==> config.mk <==
export PLATFORM = sky130hd
export DESIGN_NAME = tof_bram_rd_arbiter_flat
export DESIGN_NICKNAME = d
export VERILOG_FILES = /design/src/rtl/tof_bram_rd_arbiter_if.sv /design/src/rtl/tof_bram_rd_arbiter.sv /design/src/flat_wrapper.sv
export SDC_FILE = /design/constraint.sdc
export NUM_CORES = 1
export LEC_CHECK = 0
export BUFFER_PORTS_ARGS = -buffer_cell sky130_fd_sc_hd__buf_2
export CORE_ASPECT_RATIO = 0.75
export CORE_MARGIN = 2
export CORE_UTILIZATION = 48
export CTS_CLUSTER_SIZE = 14
export DETAILED_ROUTE_END_ITERATION = 16
export MAX_ROUTING_LAYER = met4
export PLACE_DENSITY_LB_ADDON = 0.3
export SLEW_MARGIN = 20
export SYNTH_ARGS = -nofsm -noshare
export SYNTH_HDL_FRONTEND = slang
export SYNTH_SLANG_ARGS = --single-unit
export TNS_END_PERCENT = 50
==> constraint.sdc <==
create_clock -name clk -period 3.2 [get_ports clk]
set_input_delay 0.16 -clock clk [delete_from_list [all_inputs] [get_ports clk]]
set_output_delay 0.16 -clock clk [all_outputs]
set_load 0.05 [all_outputs]
==> src/rtl/tof_bram_rd_arbiter_if.sv <==
// tof_bram_rd_arbiter_if: requester and BRAM port-B signals of the ToF read arbiter.
interface tof_bram_rd_arbiter_if #(
    parameter int NREQ   = 3,
    parameter int ADDR_W = 9,
    parameter int DATA_W = 16,
    parameter int LEN_W  = 7
);
    logic [NREQ-1:0]        req_i;
    logic [NREQ*ADDR_W-1:0] start_addr_i;
    logic [NREQ*LEN_W-1:0]  len_i;
    logic [NREQ-1:0]        gnt_o;
    logic                   busy_o;
    logic [ADDR_W-1:0]      bram_addr_o;
    logic [DATA_W-1:0]      bram_dout_i;
    logic [DATA_W-1:0]      rd_data_o;
    logic [NREQ-1:0]        rd_valid_o;
    logic [NREQ-1:0]        done_o;

    modport master (
        output req_i, start_addr_i, len_i, bram_dout_i,
        input  gnt_o, busy_o, bram_addr_o, rd_data_o, rd_valid_o, done_o
    );

    modport slave (
        input  req_i, start_addr_i, len_i, bram_dout_i,
        output gnt_o, busy_o, bram_addr_o, rd_data_o, rd_valid_o, done_o
    );
endinterface

==> src/rtl/tof_bram_rd_arbiter.sv <==
// tof_bram_rd_arbiter: round-robin burst arbiter sharing the ToF distance BRAM read port.
// Returned words are registered once and steered to the owner with a one-hot valid.
module tof_bram_rd_arbiter #(
    parameter int NREQ   = 3,
    parameter int ADDR_W = 9,
    parameter int DATA_W = 16,
    parameter int LEN_W  = 7,
    parameter int RD_LAT = 1
) (
    input logic clk,
    input logic rst_n,
    tof_bram_rd_arbiter_if.slave bus
);
    localparam int IW = NREQ > 1 ? $clog2(NREQ) : 1;
    localparam int CW = LEN_W > 7 ? LEN_W : 7;
    localparam logic [CW-1:0] MAXLEN = CW'(64);

    typedef enum logic [2:0] {IDLE, ARB, BURST, DRAIN, DONE} state_t;

    state_t            state;
    logic [IW-1:0]     ptr, own, win;
    logic [CW-1:0]     cnt, len_c;
    logic [RD_LAT-1:0] pipe;
    logic [LEN_W-1:0]  sel_len;
    logic [ADDR_W-1:0] sel_addr;
    logic [NREQ-1:0]   own_oh, win_oh;

    // Descending scan so the requester closest to ptr overwrites the others.
    always_comb begin
        win = '0;
        for (int i = NREQ - 1; i >= 0; i--)
            if (bus.req_i[(int'(ptr) + i) % NREQ]) win = IW'((int'(ptr) + i) % NREQ);
    end

    assign sel_addr = bus.start_addr_i[int'(win)*ADDR_W +: ADDR_W];
    assign sel_len  = bus.len_i[int'(win)*LEN_W +: LEN_W];
    assign len_c    = CW'(sel_len) > MAXLEN ? MAXLEN : CW'(sel_len);
    assign win_oh   = NREQ'(1) << win;
    assign own_oh   = NREQ'(1) << own;

    // pipe tracks issued addresses through the BRAM latency; its tail qualifies bram_dout_i.
    always_ff @(posedge clk or negedge rst_n) begin
        if (!rst_n) begin
            state           <= IDLE;
            ptr             <= '0;
            own             <= '0;
            cnt             <= '0;
            pipe            <= '0;
            bus.gnt_o       <= '0;
            bus.busy_o      <= 1'b0;
            bus.bram_addr_o <= '0;
            bus.rd_data_o   <= '0;
            bus.rd_valid_o  <= '0;
            bus.done_o      <= '0;
        end else begin
            pipe           <= RD_LAT'({pipe, state == BURST});
            bus.rd_valid_o <= pipe[RD_LAT-1] ? own_oh : '0;
            if (pipe[RD_LAT-1]) bus.rd_data_o <= bus.bram_dout_i;
            bus.done_o     <= '0;
            case (state)
                IDLE: if (|bus.req_i) begin
                    state      <= ARB;
                    bus.busy_o <= 1'b1;
                end
                ARB: if (!(|bus.req_i)) begin
                    state      <= IDLE;
                    bus.busy_o <= 1'b0;
                end else begin
                    own       <= win;
                    ptr       <= win == IW'(NREQ - 1) ? '0 : win + 1'b1;
                    bus.gnt_o <= win_oh;
                    if (len_c == '0) begin
                        state      <= DONE;
                        bus.done_o <= win_oh;
                    end else begin
                        state           <= BURST;
                        bus.bram_addr_o <= sel_addr;
                        cnt             <= len_c;
                    end
                end
                BURST: if (cnt == CW'(1)) begin
                    state <= DRAIN;
                    cnt   <= CW'(RD_LAT - 1);
                end else begin
                    bus.bram_addr_o <= bus.bram_addr_o + 1'b1;
                    cnt             <= cnt - 1'b1;
                end
                DRAIN: if (cnt == '0) begin
                    state      <= DONE;
                    bus.done_o <= own_oh;
                end else begin
                    cnt <= cnt - 1'b1;
                end
                DONE: begin
                    state      <= IDLE;
                    bus.gnt_o  <= '0;
                    bus.busy_o <= 1'b0;
                end
                default: state <= IDLE;
            endcase
        end
    end
endmodule

==> src/flat_wrapper.sv <==
// flat-port wrapper written by rule: the top's interface ports become plain ports
module tof_bram_rd_arbiter_flat 
#(
    parameter int NREQ   = 3,
    parameter int ADDR_W = 9,
    parameter int DATA_W = 16,
    parameter int LEN_W  = 7,
    parameter int RD_LAT = 1
)
  (clk, rst_n, bus_req_i, bus_start_addr_i, bus_len_i, bus_bram_dout_i, bus_gnt_o, bus_busy_o, bus_bram_addr_o, bus_rd_data_o, bus_rd_valid_o, bus_done_o);
  tof_bram_rd_arbiter_if #(.NREQ(NREQ), .ADDR_W(ADDR_W), .DATA_W(DATA_W), .LEN_W(LEN_W)) bus_i ();
  input logic clk;
  input logic rst_n;
  input wire logic [$bits(bus_i.req_i)-1:0] bus_req_i;
  input wire logic [$bits(bus_i.start_addr_i)-1:0] bus_start_addr_i;
  input wire logic [$bits(bus_i.len_i)-1:0] bus_len_i;
  input wire logic [$bits(bus_i.bram_dout_i)-1:0] bus_bram_dout_i;
  output wire logic [$bits(bus_i.gnt_o)-1:0] bus_gnt_o;
  output wire logic [$bits(bus_i.busy_o)-1:0] bus_busy_o;
  output wire logic [$bits(bus_i.bram_addr_o)-1:0] bus_bram_addr_o;
  output wire logic [$bits(bus_i.rd_data_o)-1:0] bus_rd_data_o;
  output wire logic [$bits(bus_i.rd_valid_o)-1:0] bus_rd_valid_o;
  output wire logic [$bits(bus_i.done_o)-1:0] bus_done_o;
  assign bus_i.req_i = bus_req_i;
  assign bus_i.start_addr_i = bus_start_addr_i;
  assign bus_i.len_i = bus_len_i;
  assign bus_i.bram_dout_i = bus_bram_dout_i;
  assign bus_gnt_o = bus_i.gnt_o;
  assign bus_busy_o = bus_i.busy_o;
  assign bus_bram_addr_o = bus_i.bram_addr_o;
  assign bus_rd_data_o = bus_i.rd_data_o;
  assign bus_rd_valid_o = bus_i.rd_valid_o;
  assign bus_done_o = bus_i.done_o;
  tof_bram_rd_arbiter #(.NREQ(NREQ), .ADDR_W(ADDR_W), .DATA_W(DATA_W), .LEN_W(LEN_W), .RD_LAT(RD_LAT)) u_core (.clk(clk), .rst_n(rst_n), .bus(bus_i));
endmodule
==> key figures, run 1 <==
Outcome
  – Status: completed

Yosys
  – Net Count, Synth: ~400
  – Post-Synth XOR/XNOR Area: 0%
  – Netlist cell types: 56
  – Post-Synth Simple-Gate Area: between 10% and 20%
  – Synth Area in Compound Gates: 21.6%
  – Mapped cell area: 3140 um^2
  – Adder-cell share of the synthesized area: 2.39%
  – Synth Warn #: 0
  – Post-synthesis sequential element count: 50
  – Post-synthesis mux area share: 15.9%
  – Post-synth top flop: dfrtp_1
  – Seq/Total Area, Yosys: 39.9%
  – EDFF count, synth: 0
  – Largest family of logic cells by synthesized area: compound AO/OA/AOI/OAI gates
  – Syn Inst Count: ~320
  – Asr flop ratio synth: 100%
  – Post-Syn Area per Cell: just under 10 um^2

Global route
  – Largest net degree at the start of global routing: 51
  – Initial antenna violation count: 0
  – Global-route wire length before repair: 12800 um
  – Number of global-route vias before repair: between 2000 and 3000
  – GRT Total Usage: 22.5%
  – Grt ovf: 0

STA
  – Clk_skew: between 0.005 and 0.006 ns
  – Max_slew headroom: 55.8%
  – Fin. Hold Viols: 0
  – Minimum clock period: just under 3 ns
  – Peak Freq: 340 MHz
  – Final setup vio count: 0
  – Crit share post-route: 91.9%
  – RSZ-0062 raised after global routing: no
  – Worst-Margin Slew: 0.663 ns
  – Fin. max-slew vios: 0
  – Setup TNS: 0 ns
  – PnR worst setup slack: 0.260 ns
  – Hold WS: 0.0830 ns

Floorplan
  – Die Wd: 97.4 um
  – Cell Rows: 25
  – Die Ht: approximately 74 um
  – Die area: 7210 um^2
  – Area of the core: 6320 um^2
  – Ports: 104
  – Initial Util: 49.7%

Worst hold path
  – Hold WC Path Type: primary input to register
  – Hold Path Depth: 2
  – Hold EP: u_core.bus.rd_data_o[15]
  – Worst Hold Launch: bus_bram_dout_i[15]

Placed design
  – I/O Buffers: 103
  – DP Area: 3760 um^2
  – Post-DP HPWL: 6090 um
  – Placed instance count: 496
  – Post-place setup slack: 0.279 ns
  – GP Congestion: 0.889

Clocking
  – CTS tree: built
  – Clock slew at reported path FFs: 0.10 ns
  – Clock Sink Count: 50
  – Worst-Skew Late Latency: 0.31 ns
  – Clock Path Buffers: 2
  – Post-cts resize count: 0
  – H-tree depth: 2
  – CTS root buf: clkbuf_8
  – TritonCTS buffer count: 5

Cells and area
  – Final Util: 61.5%
  – FF/Latch Area: approximately 1300 um^2
  – Multi-input logic area: 1780 um^2
  – Diodes inserted: 0
  – Non-Filler Instances: 505
  – Final Net Count: 498
  – Synth-to-Final Area Change: 23.8%
  – Share of layout cells above drive strength 1: 38.2%
  – Fin area: 3890 um^2
  – Number of fill cells: 552

Drt
  – Vias per inst: 5.60
  – Detailed-route wire length per cell: roughly 15 um
  – Initial DRC count: 141
  – Drt first pass iters: 4
  – Vias: 2827
  – Antenna Violating Nets Remaining: 0
  – DRC: 0
  – Routed wire length: between 7000 and 8000 um

Worst setup path
  – Critical path capture point type: register
  – Arrival time at the worst endpoint: 3.14 ns
  – Reg-to-reg startpoint: u_core.ptr[0]
  – Crit start category: register
  – Critical Path RT: 3.40 ns
  – CP Launch Point: u_core.ptr[0]
  – FF-to-FF End: u_core.cnt[0]
  – R2r worst-path depth: 10
  – R2r setup slk: 0.26 ns
  – Worst Path Max Fanout: 14
  – Critical path class: register to register

Power and ir drop
  – Maximum vdd drop: 617 uV
  – Total power: 4.68 mW
  – Leak: 1.83 nW
  – Pwr dens: 1200 nW/um^2

Run
  – Max cap viols: 0
## repair_timing
action	4_1_cts	5_1_grt
setup buffers	0	0
hold buffers	0	1
endpoints found under the setup margin	0	0
endpoints found under the hold margin	0	50
## layout by cell type (no fill, tap or decap), types with 11 or more instances in the layout
cell type and n:
mux2i_1 17, nand3_1 12, mux2_2 24, nor2_1 13, o21ai_0 18, buf_2 102
dfrtp_1 50, a21oi_1 13, nor3_1 11, nand2_1 39
## layer usage
metal	wire [um]	GRT usage, %
met3	519	5.17
met5	0	-
met1	3700	31.6
met2	3460	33.7
met4	82	4.63
## area by class of cell
class                      instances  area share [%]
tap                               81            2.61
timing repair buffer             113            15.3
inverter                          12            1.16
sequential                        50            32.2
clock buffer                       5            1.77
clock inverter                     3            1.22
multi-input combinational        241            45.7
## worst max-delay path, cell delays in order, from the launching register on
cell and delay [ns]:
dfrtp_1 0.36, inv_1 0.08, ha_1 0.39, a22oi_1 0.23, o22ai_2 0.13, o31ai_4 0.29
buf_4 0.29, a221oi_4 0.13, a211oi_4 0.28, o21a_1 0.32, mux2_4 0.33
## flip-flops by register name (all words and copies together), names as in the netlist
register                count
u_core.bus.rd_data_o       16
u_core.bus.done_o           3
u_core.cnt                  7
u_core.bus.bram_addr_o      9
u_core.state                3
u_core.pipe                 1
u_core.own                  2
u_core.bus.rd_valid_o       3
u_core.bus.gnt_o            3
u_core.bus.busy_o           1
u_core.ptr                  2
## cells in the mapped netlist (2+ instances only)
master / instances / area, um^2
mux2_2: 24 / 270
o21a_1: 2 / 15.0
a21boi_1: 2 / 15.0
nand3_1: 12 / 60.1
a21o_1: 2 / 15.0
clkbuf_1: 8 / 30.0
or4_1: 2 / 15.0
and3_1: 3 / 18.8
ha_1: 6 / 75.1
a211oi_4: 2 / 40.0
mux2i_1: 17 / 170
o22ai_1: 4 / 25.0
inv_1: 10 / 37.5
a21oi_1: 13 / 65.1
nor2b_1: 5 / 31.3
nor3_1: 11 / 55.1
nor2_1: 13 / 48.8
or2_2: 2 / 12.5
o21ai_0: 18 / 90.1
or3_1: 2 / 12.5
a22o_1: 4 / 35.0
o221ai_1: 9 / 78.8
clkinv_1: 2 / 7.51
nand2_1: 39 / 146
o32ai_1: 4 / 35.0
mux2_4: 4 / 60.1
dfrtp_1: 50 / 1250
buf_4: 3 / 22.5
a31oi_1: 2 / 12.5
nor4_1: 4 / 25.0
o21ai_1: 5 / 25.0
nand2b_1: 4 / 25.0
a22oi_1: 2 / 15.0
o2bb2ai_1: 3 / 26.3
buf_6: 2 / 22.5
## power breakdown
part | internal [mW] | switching, mW | total (mW)
Sequential | 0.929 | 0.287 | 1.22
Clock | 0.239 | 0.223 | 0.462
Combinational | 1.11 | 1.89 | 3.00
Total | 2.27 | 2.40 | 4.68
## logic make-up after synthesis
family / Yosys count
buffers and inverters: 25
adders and majority gates: 6
AOI/OAI and AO/OA: 86
muxes: 45
DFF: 50
and+or+nand+nor: 104
## worst max-delay path by stage
stage	to	slack [ns]	cells after the start
finish	u_core.cnt[0]	0.26	10
detailed placement	u_core.cnt[1]	0.28	10
global placement	u_core.cnt[0]	0.37	10
global route	u_core.cnt[0]	0.12	10
floorplan	u_core.cnt[0]	0.32	10
CTS	u_core.cnt[1]	0.26	10
(Power assumes the default switching activity.)
==> run 2: changes to the inputs <==
--- a/config.mk
+++ b/config.mk
@@ -5,6 +5,7 @@
 export SDC_FILE = /design/constraint.sdc
 export NUM_CORES = 1
 export LEC_CHECK = 0
+export ABC_AREA = 1
 export BUFFER_PORTS_ARGS = -buffer_cell sky130_fd_sc_hd__buf_2
 export CORE_ASPECT_RATIO = 0.75
 export CORE_MARGIN = 2
==> run 2 against run 1 <==
Clock skew rose by 0.0047 ns. Sequential share of layout area fell by 0.67 points. Via count up 16%. Critical path type unchanged.
==> key figures, run 2 <==
Outcome
  – Status: completed

Worst setup path
  – Critical path class: register to register
  – R2r worst-path depth: 21
  – R2r setup slk: 0.40 ns
  – FF-to-FF End: u_core.bus.bram_addr_o[4]
  – Arrival time at the worst endpoint: 2.99 ns
  – Critical path capture point type: register
  – Critical Path RT: about 3.4 ns
  – Slowest stage delay, CP: roughly 0.36 ns
  – CP max stage cell: dfrtp_1
  – CP most frequent cell: nand2_1
  – Reg-to-reg startpoint: u_core.ptr[0]
  – Crit start category: register
  – Worst Path Max Fanout: 20
  – Crit-path cells: inv_1, ha_1, inv_1, nand2_1, nand3_2, nand2_1, nand2_1, nand2_1, nand2_4, nand2_2, inv_1, nand2_1, nand2_1, nand2_1, nand2_1, inv_2, nand3_4, nand2_4, nand2_4, nand2_1, o21ai_2
  – CP Launch Point: u_core.ptr[0]

Clocking
  – TritonCTS buffer count: 5
  – CTS root buf: clkbuf_8
  – Clock Path Buffers: 2
  – Clock Sink Count: 50
  – Worst-Skew Late Latency: 0.30 ns
  – Clock slew at reported path FFs: ~0.10 ns
  – H-tree depth: 2
  – CTS tree: built

Yosys
  – Net Count, Synth: 523
  – Mapped cell area: 3270 um^2
  – Synth Warn #: 0
  – Post-synth top cells: nand2_1, dfrtp_1, nand3_1
  – EDFF count, synth: 0
  – Cell with the most instances after synthesis: nand2_1
  – Asr flop ratio synth: 100%
  – Share of the synthesized area in the top cell type: a little under two fifths
  – Post-synthesis sequential element count: 50
  – Seq/Total Area, Yosys: 38.3%
  – Syn Inst Count: ~450
  – Dominant cell type by area after synthesis: dfrtp_1
  – Post-synth top flop: dfrtp_1
  – Netlist cell types: 35
  – Synth top area cells: dfrtp_1, nand2_1, nand3_1
  – Post-Syn Area per Cell: 7.29 um^2

Worst hold path
  – Hold EP: u_core.bus.rd_data_o[9]
  – Hold WC Path Type: primary input to register
  – Worst Hold Launch: bus_bram_dout_i[9]
  – Hold Path Depth: 3

Cells and area
  – Largest registers: u_core.bus.rd_data_o x16, u_core.bus.bram_addr_o x9, u_core.cnt x7
  – Fin area: slightly below 4000 um^2
  – Final Net Count: 627
  – Number of flip-flops in the largest register: 16
  – Synth-to-Final Area Change: 21.5%
  – Diodes inserted: 0
  – Most common cell after layout, fill and taps aside: nand2_1
  – Largest reg by FF count: u_core.bus.rd_data_o
  – Share of layout cells above drive strength 1: 28.8%
  – Most frequent cells in the layout: nand2_1, buf_2, dfrtp_1

Global route
  – Number of global-route vias before repair: 3053
  – Grt ovf: 0
  – Largest net degree at the start of global routing: 39
  – Global-route wire length before repair: 13600 um
  – GRT Total Usage: between 20% and 30%
  – Initial antenna violation count: 0

Placed design
  – DP Area: 3850 um^2
  – Post-place setup slack: 0.434 ns
  – GP Congestion: 0.878
  – I/O Buffers: 103
  – Post-DP HPWL: 6590 um

Drt
  – Drt first pass iters: 4
  – Initial DRC count: 152
  – Antenna Violating Nets Remaining: 0
  – Vias: about 3300
  – Routed wire length: 8380 um
  – DRC: 0
  – Vias per inst: ~5.2
  – Detailed-route wire length per cell: between 10 and 15 um

STA
  – Fin. Hold Viols: 0
  – Crit share post-route: 87.5%
  – Clk_skew: about 0.0099 ns
  – PnR worst setup slack: 0.399 ns
  – RSZ-0062 raised after global routing: no
  – Final setup vio count: 0
  – Peak Freq: 357 MHz
  – Fin. max-slew vios: 0
  – Max_slew headroom: roughly 44%
  – Hold WS: 0.0508 ns
  – Setup TNS: 0 ns
  – Worst-Margin Slew: about 0.84 ns
  – Minimum clock period: around 2.8 ns

Floorplan
  – Ports: roughly 100
  – Die area: 7490 um^2
  – Die Wd: 99.3 um
  – Die Ht: 75.4 um
  – Initial Util: 48.7%
  – Cell Rows: 26
  – Area of the core: 6700 um^2

Run
  – Max cap viols: 0
[run 2: through the flow]
step                      instances  util [%]
after global routing            637      59.2
after CTS                       637      59.2
after global placement          628      57.4
after floorplan                 448         -
final                           637      59.2
after detailed placement        628      57.4
[run 2: logic make-up after synthesis]
group / share of synthesized area, %
DFF: 38.3
AOI/OAI and AO/OA: 10.0
xor gates and xnor gates: 2.14
buffers and inverters: 7.62
adders and majority gates: 2.30
and+or+nand+nor: 39.6
[run 2: metal layers]
metal | wire, um | global-route usage (%) | up-vias
met4 | 137 | 8.52 | 0
met1 | 3890 | 31.4 | 1535
met2 | 3910 | 36.9 | 95
met3 | 438 | 3.76 | 16
met5 | 0 | - | -
li1 | - | - | 1647
[run 2: worst max-delay path, delay by kind of cell, from the launching register on]
family,cells,cell delay [ns]
adder cells (fa/ha/maj),1,0.34
flip-flops,1,0.36
buffers and inverters,4,0.38
AO/OA/AOI/OAI,1,0.06
AND/OR/NAND/NOR,15,1.54
[run 2: how the worst max path moves through the flow]
stage                                 to  cells past startpoint
5_1_grt                    u_core.cnt[3]                     20
2_1_floorplan  u_core.bus.bram_addr_o[8]                     22
3_3_place_gp               u_core.cnt[5]                     20
3_5_place_dp   u_core.bus.bram_addr_o[4]                     20
4_1_cts        u_core.bus.bram_addr_o[1]                     20
6_report       u_core.bus.bram_addr_o[4]                     21
[run 2: area by class of cell]
cell class	instances	area (um^2)
clock buffers	6	72.6
well taps	84	105
clock inverters	2	37.5
flip-flops and latches	50	1250
inverters	46	173
repair buffers	109	563
multi-input cells	340	1770
fillers	617	2730
[run 2: repair_timing]
| item | CTS | global route |
|---|---|---|
| endpoints found under the hold margin | 37 | 0 |
| hold buffers | 1 | 0 |
| resized for setup | 0 | 0 |
| buffers inserted | 0 | 0 |
Power of run 2 is left out: the tool's default activity adds up to more than one toggle a clock period on the data nets, which glitch-free logic cannot reach.
==> run 3: changes to the inputs <==
--- a/config.mk
+++ b/config.mk
@@ -7,7 +7,6 @@
 export LEC_CHECK = 0
 export ABC_AREA = 1
 export BUFFER_PORTS_ARGS = -buffer_cell sky130_fd_sc_hd__buf_2
-export CORE_ASPECT_RATIO = 0.75
 export CORE_MARGIN = 2
 export CORE_UTILIZATION = 48
 export CTS_CLUSTER_SIZE = 14
==> run 3 against run 2 <==
Wire length is 3.3% lower. Register-to-register slack hardly changed. Critical path depth stayed put. Die area hardly changed. Sequential share of layout area is 0.080 points higher. Largest cell class unchanged.
==> key figures, run 3 (same netlist as run 2, synthesis figures left out) <==
STA
  – Minimum clock period: between 2 and 3 ns
  – Clk_skew: 0.00725 ns
  – Crit share post-route: 87.2%
  – Setup TNS: 0 ns
  – Worst-Margin Slew: approximately 0.64 ns
  – Hold WS: 0.0530 ns
  – Fin. Hold Viols: 0
  – RSZ-0062 raised after global routing: no
  – Max_slew headroom: 56.7%
  – Fin. max-slew vios: 0
  – Peak Freq: approximately 360 MHz
  – Final setup vio count: 0

Worst setup path
  – CP most frequent cell: nand2_1
  – CP max stage cell: dfrtp_1
  – Critical path capture point type: register
  – Arrival time at the worst endpoint: between 2 and 3 ns
  – Slowest stage delay, CP: approximately 0.36 ns
  – Critical path class: register to register
  – Critical Path RT: 3.39 ns
  – Crit-path cells: inv_1, ha_1, inv_1, nand2_1, nand3_2, nand2_1, nand2_1, nand2_1, nand2_4, nand2_2, inv_1, nand2_1, nand2_1, nand2_1, nand2_1, inv_2, nand3_4, nand2_4, nand2_4, nand2_1, o21ai_2
  – R2r setup slk: 0.41 ns
  – Crit start category: register
  – R2r worst-path depth: 21
  – Worst Path Max Fanout: 20

Worst hold path
  – Hold WC Path Type: primary input to register
  – Hold Path Depth: 3

Floorplan
  – Die area: roughly 7500 um^2
  – Ports: 104
  – Cell Rows: 30
  – Die Ht: 86.5 um
  – Die Wd: 86.5 um
  – Area of the core: 6680 um^2
  – Initial Util: approximately 50%

Cells and area
  – Largest registers: u_core.bus.rd_data_o x16, u_core.bus.bram_addr_o x9, u_core.cnt x7
  – Largest reg by FF count: u_core.bus.rd_data_o
  – Non-Filler Instances: 632
  – Diodes inserted: 0
  – Most common cell after layout, fill and taps aside: nand2_1
  – Synth-to-Final Area Change: 21.2%
  – Number of fill cells: 651
  – Number of flip-flops in the largest register: 16
  – Share of layout cells above drive strength 1: 28.6%
  – Final Net Count: 626
  – Fin area: 3960 um^2
  – Most frequent cells in the layout: nand2_1, buf_2, dfrtp_1

Drt
  – Antenna Violating Nets Remaining: 0
  – Drt first pass iters: 5
  – Initial DRC count: 124
  – DRC: 0
  – Vias: around 3300
  – Detailed-route wire length per cell: around 13 um
  – Vias per inst: 5.18
  – Routed wire length: 8100 um

Clocking
  – Clock Path Buffers: 2
  – Worst-Skew Late Latency: about 0.31 ns
  – H-tree depth: 2
  – TritonCTS buffer count: 5
  – CTS tree: built
  – Clock Sink Count: 50
  – Post-CTS Setup Inserts: 0
  – Post-cts resize count: 0
  – Clock slew at reported path FFs: 0.09 ns
  – CTS root buf: clkbuf_8

Placed design
  – Post-DP HPWL: 6270 um
  – DP Area: 3840 um^2
  – I/O Buffers: about 100
  – GP Congestion: 0.874
  – Placed instance count: 623

Global route
  – GRT Total Usage: a little under a quarter
  – Grt ovf: 0
  – Number of global-route vias before repair: 3037
  – Initial antenna violation count: 0
  – Largest net degree at the start of global routing: 51
  – Global-route wire length before repair: 13600 um

Outcome
  – Status: completed

Run
  – Max cap viols: 0
run 3: cell types whose count changed in the layout (fill, tap and decap cells not counted), sizes merged:
cell,delta
buf,-1
run 3: path summary, 6_finish.rpt:
kind,start,end
worst min-delay path,bus_bram_dout_i[7],u_core.bus.rd_data_o[7]
min in group asynchronous,rst_n,u_core.bus.rd_data_o[13]
worst min register to register,u_core.bus.rd_data_o[0],u_core.bus.rd_data_o[0]
max in group asynchronous,rst_n,u_core.bus.bram_addr_o[0]
worst max register to register,u_core.ptr[0],u_core.bus.bram_addr_o[5]
worst max-delay path,u_core.ptr[0],u_core.bus.bram_addr_o[5]
run 3: critical path, delay by kind of cell (launching register included):
kind                       cells  cell delay (ns)
AOI/OAI and AO/OA              1             0.05
DFF                            1             0.36
buffers and inverters          4             0.37
and+or+nand+nor               15             1.56
adders and majority gates      1             0.33
run 3: per-stage QoR:
step	utilization [%]	setup WS, ns
after global placement	57.4	0.535
after floorplan	-	0.778
after global routing	59.3	0.0795
final	59.3	0.408
after detailed placement	57.4	0.424
after CTS	59.1	0.408
run 3: layer usage:
metal / routed length [um] / up-vias / GRT usage, %
li1: - / 1654 / -
met3: 517 / 12 / 4.48
met5: 0 / - / -
met4: 121 / 0 / 5.54
met1: 3640 / 1488 / 29.6
met2: 3830 / 117 / 38.0
run 3: layout make-up:
class	instances	area [um^2]	share of cell area, %
Clock buffer	6	72.6	1.83
Clock inverter	2	37.5	0.948
Tap cell	80	100	2.53
Inverter	46	173	4.36
Sequential cell	50	1250	31.6
Timing Repair Buffer	108	558	14.1
Multi-Input combinational cell	340	1770	44.6
run 3: what timing repair did:
item / 4_1_cts / 5_1_grt
hold buffers: 0 / 1
endpoints found under the setup margin: 0 / 0
endpoints found under the hold margin: 0 / 50
Power of run 3 is left out for the same reason.
